<file path="src/rtl/pattern_stream_ctrl.sv">
// Byte-to-bit scheduler feeding a serial Moore pattern detector with match counting and irq.
// Optional PSC_NONOVERLAP_EN: clear detector history after every match.
module pattern_stream_ctrl #(
    parameter int                   PAT_LEN = 5,
    parameter logic [PAT_LEN-1:0]   PATTERN = 5'b11011,
    parameter int                   CNT_W   = 8
) (
    input  logic             clk,
    input  logic             reset,
    input  logic             start,
    input  logic [7:0]       frame_len,
    input  logic [CNT_W-1:0] threshold,
    input  logic [7:0]       in_data,
    input  logic             in_valid,
    output logic             in_ready,
    input  logic             irq_clr,
    output logic             busy,
    output logic             match,
    output logic [CNT_W-1:0] match_count,
    output logic             done,
    output logic             irq
);

    localparam int VC_W = $clog2(PAT_LEN + 1);

    typedef enum logic [1:0] {
        S_IDLE,
        S_LOAD,
        S_SHIFT,
        S_DONE
    } state_t;

    state_t state_q, state_d;

    logic [7:0]         bytes_left_q, bytes_left_d;
    logic [CNT_W-1:0]   thr_q, thr_d;
    logic [7:0]         byte_q, byte_d;
    logic [2:0]         bit_idx_q, bit_idx_d;
    logic [PAT_LEN-1:0] hist_q, hist_d;
    logic [VC_W-1:0]    vcnt_q, vcnt_d;
    logic [CNT_W-1:0]   cnt_q, cnt_d;
    logic               match_q, match_d;
    logic               irq_q, irq_d;

    logic [PAT_LEN-1:0] shift_hist;
    logic [VC_W-1:0]    shift_vcnt;
    logic [CNT_W-1:0]   cnt_inc;
    logic               hit;

    always_ff @(posedge clk) begin
        if (reset) begin
            state_q <= S_IDLE;
        end else begin
            state_q <= state_d;
        end
    end

    always_comb begin
        state_d = state_q;
        unique case (state_q)
            S_IDLE: begin
                if (start) begin
                    state_d = (frame_len == 8'd0) ? S_DONE : S_LOAD;
                end
            end
            S_LOAD: begin
                if (in_valid) begin
                    state_d = S_SHIFT;
                end
            end
            S_SHIFT: begin
                if (bit_idx_q == 3'd0) begin
                    state_d = (bytes_left_q != 8'd0) ? S_LOAD : S_DONE;
                end
            end
            S_DONE: begin
                state_d = S_IDLE;
            end
        endcase
    end

    always_comb begin
        busy     = (state_q != S_IDLE);
        in_ready = (state_q == S_LOAD);
        done     = (state_q == S_DONE);
    end

    // The detector sees the post-shift history, so a hit is registered one cycle later.
    always_comb begin
        shift_hist = {hist_q[PAT_LEN-2:0], byte_q[bit_idx_q]};
        shift_vcnt = (vcnt_q == VC_W'(PAT_LEN)) ? vcnt_q : vcnt_q + 1'b1;
        cnt_inc    = (cnt_q == '1) ? cnt_q : cnt_q + 1'b1;
        hit        = (state_q == S_SHIFT)
                   && (shift_hist == PATTERN)
                   && (shift_vcnt == VC_W'(PAT_LEN));
    end

    always_comb begin
        bytes_left_d = bytes_left_q;
        thr_d        = thr_q;
        byte_d       = byte_q;
        bit_idx_d    = bit_idx_q;
        hist_d       = hist_q;
        vcnt_d       = vcnt_q;
        cnt_d        = cnt_q;
        match_d      = hit;
        irq_d        = irq_q;
        unique case (state_q)
            S_IDLE: begin
                if (start) begin
                    bytes_left_d = frame_len;
                    thr_d        = threshold;
                    hist_d       = '0;
                    vcnt_d       = '0;
                    cnt_d        = '0;
                end
            end
            S_LOAD: begin
                if (in_valid) begin
                    byte_d       = in_data;
                    bit_idx_d    = 3'd7;
                    bytes_left_d = bytes_left_q - 8'd1;
                end
            end
            S_SHIFT: begin
                hist_d    = shift_hist;
                vcnt_d    = shift_vcnt;
                bit_idx_d = bit_idx_q - 3'd1;
                if (hit) begin
                    cnt_d = cnt_inc;
`ifdef PSC_NONOVERLAP_EN
                    hist_d = '0;
                    vcnt_d = '0;
`endif
                end
            end
            S_DONE: begin
            end
        endcase
        if (irq_clr || (state_q == S_IDLE && start)) begin
            irq_d = 1'b0;
        end
        if (hit && thr_q != '0 && cnt_inc >= thr_q) begin
            irq_d = 1'b1;
        end
    end

    always_ff @(posedge clk) begin
        if (reset) begin
            bytes_left_q <= '0;
            thr_q        <= '0;
            byte_q       <= '0;
            bit_idx_q    <= '0;
            hist_q       <= '0;
            vcnt_q       <= '0;
            cnt_q        <= '0;
            match_q      <= 1'b0;
            irq_q        <= 1'b0;
        end else begin
            bytes_left_q <= bytes_left_d;
            thr_q        <= thr_d;
            byte_q       <= byte_d;
            bit_idx_q    <= bit_idx_d;
            hist_q       <= hist_d;
            vcnt_q       <= vcnt_d;
            cnt_q        <= cnt_d;
            match_q      <= match_d;
            irq_q        <= irq_d;
        end
    end

    assign match       = match_q;
    assign match_count = cnt_q;
    assign irq         = irq_q;

endmodule

</file>
<file path="config.mk">
export PLATFORM = sky130hd
export DESIGN_NAME = pattern_stream_ctrl
export DESIGN_NICKNAME = d
export VERILOG_FILES = /design/src/rtl/pattern_stream_ctrl.sv
export SDC_FILE = /design/constraint.sdc
export NUM_CORES = 1
export LEC_CHECK = 0
export BUFFER_PORTS_ARGS = -buffer_cell sky130_fd_sc_hd__buf_2
export CORE_ASPECT_RATIO = 0.6
export CORE_MARGIN = 1.5
export CORE_UTILIZATION = 44
export CTS_CLUSTER_SIZE = 8
export DETAILED_ROUTE_END_ITERATION = 8
export GPL_TIMING_DRIVEN = 1
export HOLD_SLACK_MARGIN = 0.03
export MAX_ROUTING_LAYER = met4
export SLEW_MARGIN = 20
export SYNTH_ARGS = -nofsm -noshare
export SYNTH_HDL_FRONTEND = slang
export SYNTH_SLANG_ARGS = --single-unit
</file>
<file path="constraint.sdc">
create_clock -name clk -period 3.6 [get_ports clk]
set_clock_uncertainty 0.1 [all_clocks]
set_input_delay 0.72 -clock clk [delete_from_list [all_inputs] [get_ports clk]]
set_output_delay 0.72 -clock clk [all_outputs]
set_load 0.02 [all_outputs]
</file>
==> run_results.csv, run 1 <==
group,metric,value,unit
clocking,cts.clk_slew.worst_paths,0.08,ns
clocking,cts_tree,"yes",
layout,most-common-layout-cells,"58 x nand2_1, 46 x dfxtp_1, 41 x buf_2",
route,vias,2278,
layout,final_common_cell,"nand2_1",
worst_setup_path,crit_chain,"nand2b_1, clkinv_1, buf_2",
timing,period_needed,2.67,ns
clocking,htree_num_levels,2,
floorplanning,start_util,0.452,
logic_synthesis,ys_warn_count,0,
clocking,ctsHoldBuffers,0,
timing,tns,0,ns
logic_synthesis,synth_fp_nets,360,
logic_synthesis,ys_types,55,
floorplanning,pin_count,42,
route,wl_per_cell,13.4,um
logic_synthesis,yosysSeqAreaShare,0.367,
floorplanning,die-area,0.00617,mm^2
clocking,clockBufferDepth,2,
floorplanning,core,0.00554,mm^2
pwr,irDropWorstVdd,0.177,mV
worst_setup_path,worstReg2RegStart,"match_count[0]",
worst_setup_path,cp.arrival,1.85,ns
place,dp_cells,425,
place,place_area,0.00275,mm^2
status,status,"finished, final reports clean",
worst_hold_path,min_to,"byte_q[2]",
layout,drive_gt1_frac,0.167,
worst_setup_path,cpPeakStageDelay,0.47,ns
layout,fin_cells,433,
route,dr.pass1.iters,4,
place,place.gp.congestion,0.909,
layout,final_core_util,0.513,
logic_synthesis,postSynthAreaPerCell,7.91,um^2
logic_synthesis,async_flop_share,0,
worst_hold_path,hp-start,"byte_q[2]",
place,port_buffers,41,
timing,holdWs,0.357,ns
clocking,cts_resized,0,
place,dp_hpwl,4290,um
worst_setup_path,critical_path_required,2.78,ns
worst_setup_path,rr_worst_depth,9,
pwr,p_per_area,454,mW/mm^2
global_routing,grt_pass1_vias,1844,
floorplanning,die_y,61.5,um
clocking,postCtsSetupBuffers,0,
global_routing,antenna_found_initial,0,
timing,setup_violations,0,
worst_setup_path,worst_setup_path_start_kind,"register",
route,drtAntennaViolNets,0,
logic_synthesis,syn_inst,317,
route,first_iter_violations,110,
worst_setup_path,crit_buf_inv,2,
worst_hold_path,worstHoldPathCells,2,
pwr,p_leak,1.17,nW
global_routing,grt_max_degree,38,
logic_synthesis,synthFlopType,"dfxtp_1",
global_routing,grt_use_total,0.207,
timing,finalHoldViolations,0,
worst_setup_path,reg2reg_to,"irq",
clocking,clkLatencyLatePin,0.30,ns
timing,slew_violations,0,
job,drv_cap,0,
worst_setup_path,critPathCaptureType,"output port",
worst_setup_path,crit_type,"reg2out",
layout,fillers,573,
timing,fmax,0.375,GHz
layout,area_growth,13.5,%
route,via_per_inst,5.26,
layout,nets,395,
route,drcViolationCount,0,
worst_setup_path,rrSetupSlack,0.99,ns
layout,num_antenna_cells,0,
worst_setup_path,cp_top_family,"buffers and inverters",
timing,rsz0062_at_grt,"false",
logic_synthesis,synth-edff-count,0,
clocking,clock-sinks,46,
logic_synthesis,netlist_area,0.00251,mm^2
timing,worstMarginPinSlew,0.957,ns
worst_setup_path,path_max_fanout,15,
worst_hold_path,holdCritPathClass,"reg2reg",
floorplanning,die_x,100,um
logic_synthesis,synth-seq-cells,46,
global_routing,grt-ovfl-total,0,
clocking,cts_root_buffer,"clkbuf_8",
worst_setup_path,critPathSlowestCell,"nand2b_1",
clocking,cts-buffers-inserted,5,
route,routed_wl,5790,um
timing,slew_headroom,0.359,
floorplanning,num_rows,21,
layout,stdcell_area,0.00284,mm^2
global_routing,grt_first_pass_wirelength,9430,um
timing,period_share,0.741,
[flip-flops by register name, summed over array words and instances (netlist names)]
signal        flops
bit_idx_q         3
byte_q            8
bytes_left_q      8
hist_q            4
irq               1
match             1
match_count       8
state_q           2
thr_q             8
vcnt_q            3
[power by group]
part | switching (mW) | internal [mW]
clock | 0.171 | 0.155
combinational | 0.219 | 0.141
sequential | 0.0461 | 0.557
[tightest hold or removal path: stages, from the launching register on]
cell	delay [ns]
dfxtp_1	0.31
nand2_1	0.05
a21oi_1	0.05
[how the worst max path moves through the flow]
stage                     depth (start not counted)        to            from  slack, ns
after floorplan                                   9       irq  match_count[0]       1.09
after global placement                            9       irq  match_count[0]       1.09
after detailed placement                          9       irq  match_count[0]       1.02
after CTS                                         3  in_ready      state_q[1]       0.94
after global routing                              3  in_ready      state_q[1]       0.76
final                                             3  in_ready      state_q[1]       0.93
[metal layers]
layer  vias up  GRT usage  part of all wire
met4         0     0.0423            0.0060
li1       1186          -                 -
met2        58      0.258              0.36
met3         4     0.0420             0.058
met1      1030      0.328              0.57
met5         -          -                 0
[metrics by stage]
step	setup WS, ns	total power [mW]
floorplan	1.09	0.888
global placement	1.09	0.970
detailed placement	1.02	0.972
CTS	0.937	1.30
global route	0.759	1.38
finish	0.932	1.29
[synth_stat cells, types with 2 or more instances]
cell type  number  area [um^2]
a22oi_1         2         15.0
a221oi_1        2         17.5
nand4_1         4         25.0
nand2_1        58          218
o21ai_0         9         45.0
nor3_1          4         20.0
nand4b_1        2         17.5
inv_1          16         60.1
clkbuf_1       10         37.5
o21ai_1         2         10.0
a2111oi_0       2         17.5
a211oi_1        5         37.5
o2111ai_1       2         17.5
buf_6           2         22.5
nor4_1          4         25.0
mux2_2          3         33.8
ha_1           14          175
nor2_1         28          105
a21o_1          2         15.0
mux2i_1         2         20.0
xor2_1          3         26.3
a21oi_1        35          175
and3_1          3         18.8
nand2b_1        7         43.8
and2_1          3         18.8
or3_1           3         18.8
buf_2           2         10.0
nand3_1        14         70.1
nor2b_1         2         12.5
dfxtp_1        46          921
o22ai_1         2         12.5
[layout make-up]
cell class                 instances  area, um^2  share of cell area
timing repair buffer              43         220              0.0774
tap                               80         100              0.0352
multi-input combinational        239        1450               0.509
clock buffer                       7        86.3              0.0304
clock inverter                     1        5.00             0.00176
inverter                          17        63.8              0.0224
sequential                        46         921               0.324
[kinds of logic after synthesis]
logic type / Yosys count / share of synthesized area
mux: 8 / 0.0469
compound gates: 76 / 0.196
simple gates: 138 / 0.255
buf+inv: 32 / 0.0549
fa+ha+maj: 14 / 0.0699
flops: 46 / 0.367
xor+xnor: 3 / 0.0105
No activity file was read; power rests on OpenSTA's default activity.
==> inputs of run 2 (changes only) <==
--- a/config.mk
+++ b/config.mk
@@ -14,6 +14,7 @@
 export GPL_TIMING_DRIVEN = 1
 export HOLD_SLACK_MARGIN = 0.03
 export MAX_ROUTING_LAYER = met4
+export PLACE_DENSITY = 0.67
 export SLEW_MARGIN = 20
 export SYNTH_ARGS = -nofsm -noshare
 export SYNTH_HDL_FRONTEND = slang
==> constraint.sdc (replaced) <==
create_clock -name clk -period 2.4 [get_ports clk]
set_clock_uncertainty 0.1 [all_clocks]
set_input_delay 0.48 -clock clk [delete_from_list [all_inputs] [get_ports clk]]
set_output_delay 0.48 -clock clk [all_outputs]
set_load 0.02 [all_outputs]
==> run_results.csv, run 2 (synthesized netlist as in run 1, its figures left out) <==
group,metric,value,unit
status,violations,"setup timing",
timing,tns,-0.00257,ns
global_routing,grt_use_total,0.208,
timing,rsz0062_at_grt,"true",
timing,slew_violations,0,
floorplanning,die_y,61.5,um
layout,area_growth,21.8,%
worst_setup_path,worstReg2RegStart,"match_count[1]",
global_routing,antenna_found_initial,0,
clocking,cts_tree,"yes",
place,place.gp.congestion,0.880,
global_routing,grt_first_pass_wirelength,9580,um
layout,num_antenna_cells,0,
worst_setup_path,crit_start,"match_count[1]",
layout,stdcell_area,0.00305,mm^2
place,place_area,0.00285,mm^2
floorplanning,die-area,0.00617,mm^2
timing,worstMarginPinSlew,0.471,ns
clocking,htree_num_levels,2,
layout,nets,408,
clocking,clkLatencyLatePin,0.30,ns
clocking,cts_root_buffer,"clkbuf_8",
status,status,"complete, but fails checks",
place,port_buffers,41,
pwr,p_per_area,676,mW/mm^2
floorplanning,pin_count,42,
worst_setup_path,rrSetupSlack,-0.003,ns
timing,slew_headroom,0.678,
route,wl_per_cell,13.4,um
place,dp_hpwl,4420,um
route,drcViolationCount,0,
place,pre_cts_slack,0.0520,ns
pwr,switchingPower,0.672,mW
route,via_per_inst,5.28,
layout,final_core_util,0.550,
clocking,clockBufferDepth,2,
pwr,p_sw_frac,0.326,
pwr,irDropWorstVdd,0.296,mV
floorplanning,core,0.00554,mm^2
route,first_iter_violations,138,
route,vias,2353,
global_routing,grt_pass1_vias,1924,
pwr,power,2.06,mW
floorplanning,num_rows,21,
route,dr.pass1.iters,4,
timing,period_needed,2.40,ns
worst_setup_path,critical_path_required,2.47,ns
layout,final_common_cell,"nand2_1",
route,drtAntennaViolNets,0,
layout,most-common-layout-cells,"58 x nand2_1, 42 x dfxtp_1, 41 x buf_2",
worst_setup_path,worst_setup_path_start_kind,"register",
floorplanning,die_x,100,um
timing,setup_violations,1,
timing,finalHoldViolations,0,
worst_setup_path,reg2reg_to,"irq",
floorplanning,start_util,0.452,
worst_setup_path,crit_type,"reg2reg",
global_routing,grt-ovfl-total,0,
clocking,cts.clk_slew.worst_paths,0.09,ns
pwr,seq_power_share,0.439,
layout,fillers,547,
route,routed_wl,5990,um
worst_setup_path,path_max_fanout,6,
layout,drive_gt1_frac,0.235,
worst_setup_path,rr_worst_depth,11,
job,drv_cap,0,
clocking,cts-buffers-inserted,5,
global_routing,grt_max_degree,38,
clocking,ctsHoldBuffers,0,
timing,fin_ws,-0.00257,ns
timing,period_share,1.00,
worst_hold_path,holdCritPathClass,"in2reg",
pwr,p_int,1.39,mW
pwr,clockPowerShare,0.280,
pwr,p_leak,1.24,nW
timing,fmax,0.416,GHz
worst_setup_path,endpoint,"irq",
clocking,clock-sinks,46,
worst_setup_path,critPathCaptureType,"register",
pwr,power_frac_comb,0.281,
worst_setup_path,cp.arrival,2.47,ns
## run 2: worst min-delay path by stage
stage | depth (start not counted) | to | start
after detailed placement | 2 | byte_q[1] | byte_q[1]
after global placement | 2 | byte_q[0] | byte_q[0]
final | 3 | byte_q[2] | in_data[2]
after CTS | 3 | byte_q[6] | in_data[6]
after floorplan | 2 | byte_q[5] | byte_q[5]
after global routing | 3 | thr_q[0] | threshold[0]
## run 2: worst max-delay path, stage by stage (launching register included)
cell	delay [ns]
dfxtp_4	0.39
ha_4	0.13
nand4_1	0.23
nor2_4	0.26
buf_6	0.12
xor2_1	0.15
ha_1	0.25
nand2b_1	0.16
a21oi_2	0.14
nor2b_1	0.06
o2111ai_2	0.21
a221oi_2	0.08
## run 2: final cells by class
class | count | area, um^2 | area share
inverters | 17 | 63.8 | 0.0209
well taps | 80 | 100 | 0.0328
repair buffers | 56 | 322 | 0.105
flip-flops and latches | 46 | 928 | 0.304
clock inverters | 1 | 30.0 | 0.00984
multi-input cells | 239 | 1530 | 0.502
clock buffers | 7 | 76.3 | 0.0250
## run 2: power groups by stage
stage,Combinational (mW),Sequential (mW),Clock (mW)
floorplan,0.434,0.898,0
global placement,0.557,0.921,0
detailed placement,0.567,0.923,0
CTS,0.569,0.905,0.585
global route,0.661,0.918,0.617
finish,0.580,0.905,0.577
## run 2: layer usage
layer  GRT usage  wire length, um  vias to the layer above
met5           -                0                        -
met4      0.0423               30                        0
li1            -                -                     1206
met3      0.0409              430                        5
met1       0.328             3240                     1075
met2       0.263             2290                       67
## run 2: timing repair
action	4_1_cts	5_1_grt
setup endpoints to repair	0	1
buffers inserted	0	1
gates resized for setup	0	17
## run 2: stage by stage
stage / cells / hold slack (ns)
floorplan: 317 / 0.332
global placement: 437 / 0.341
detailed placement: 437 / 0.347
CTS: 445 / 0.309
global route: 446 / 0.318
finish: 446 / 0.316
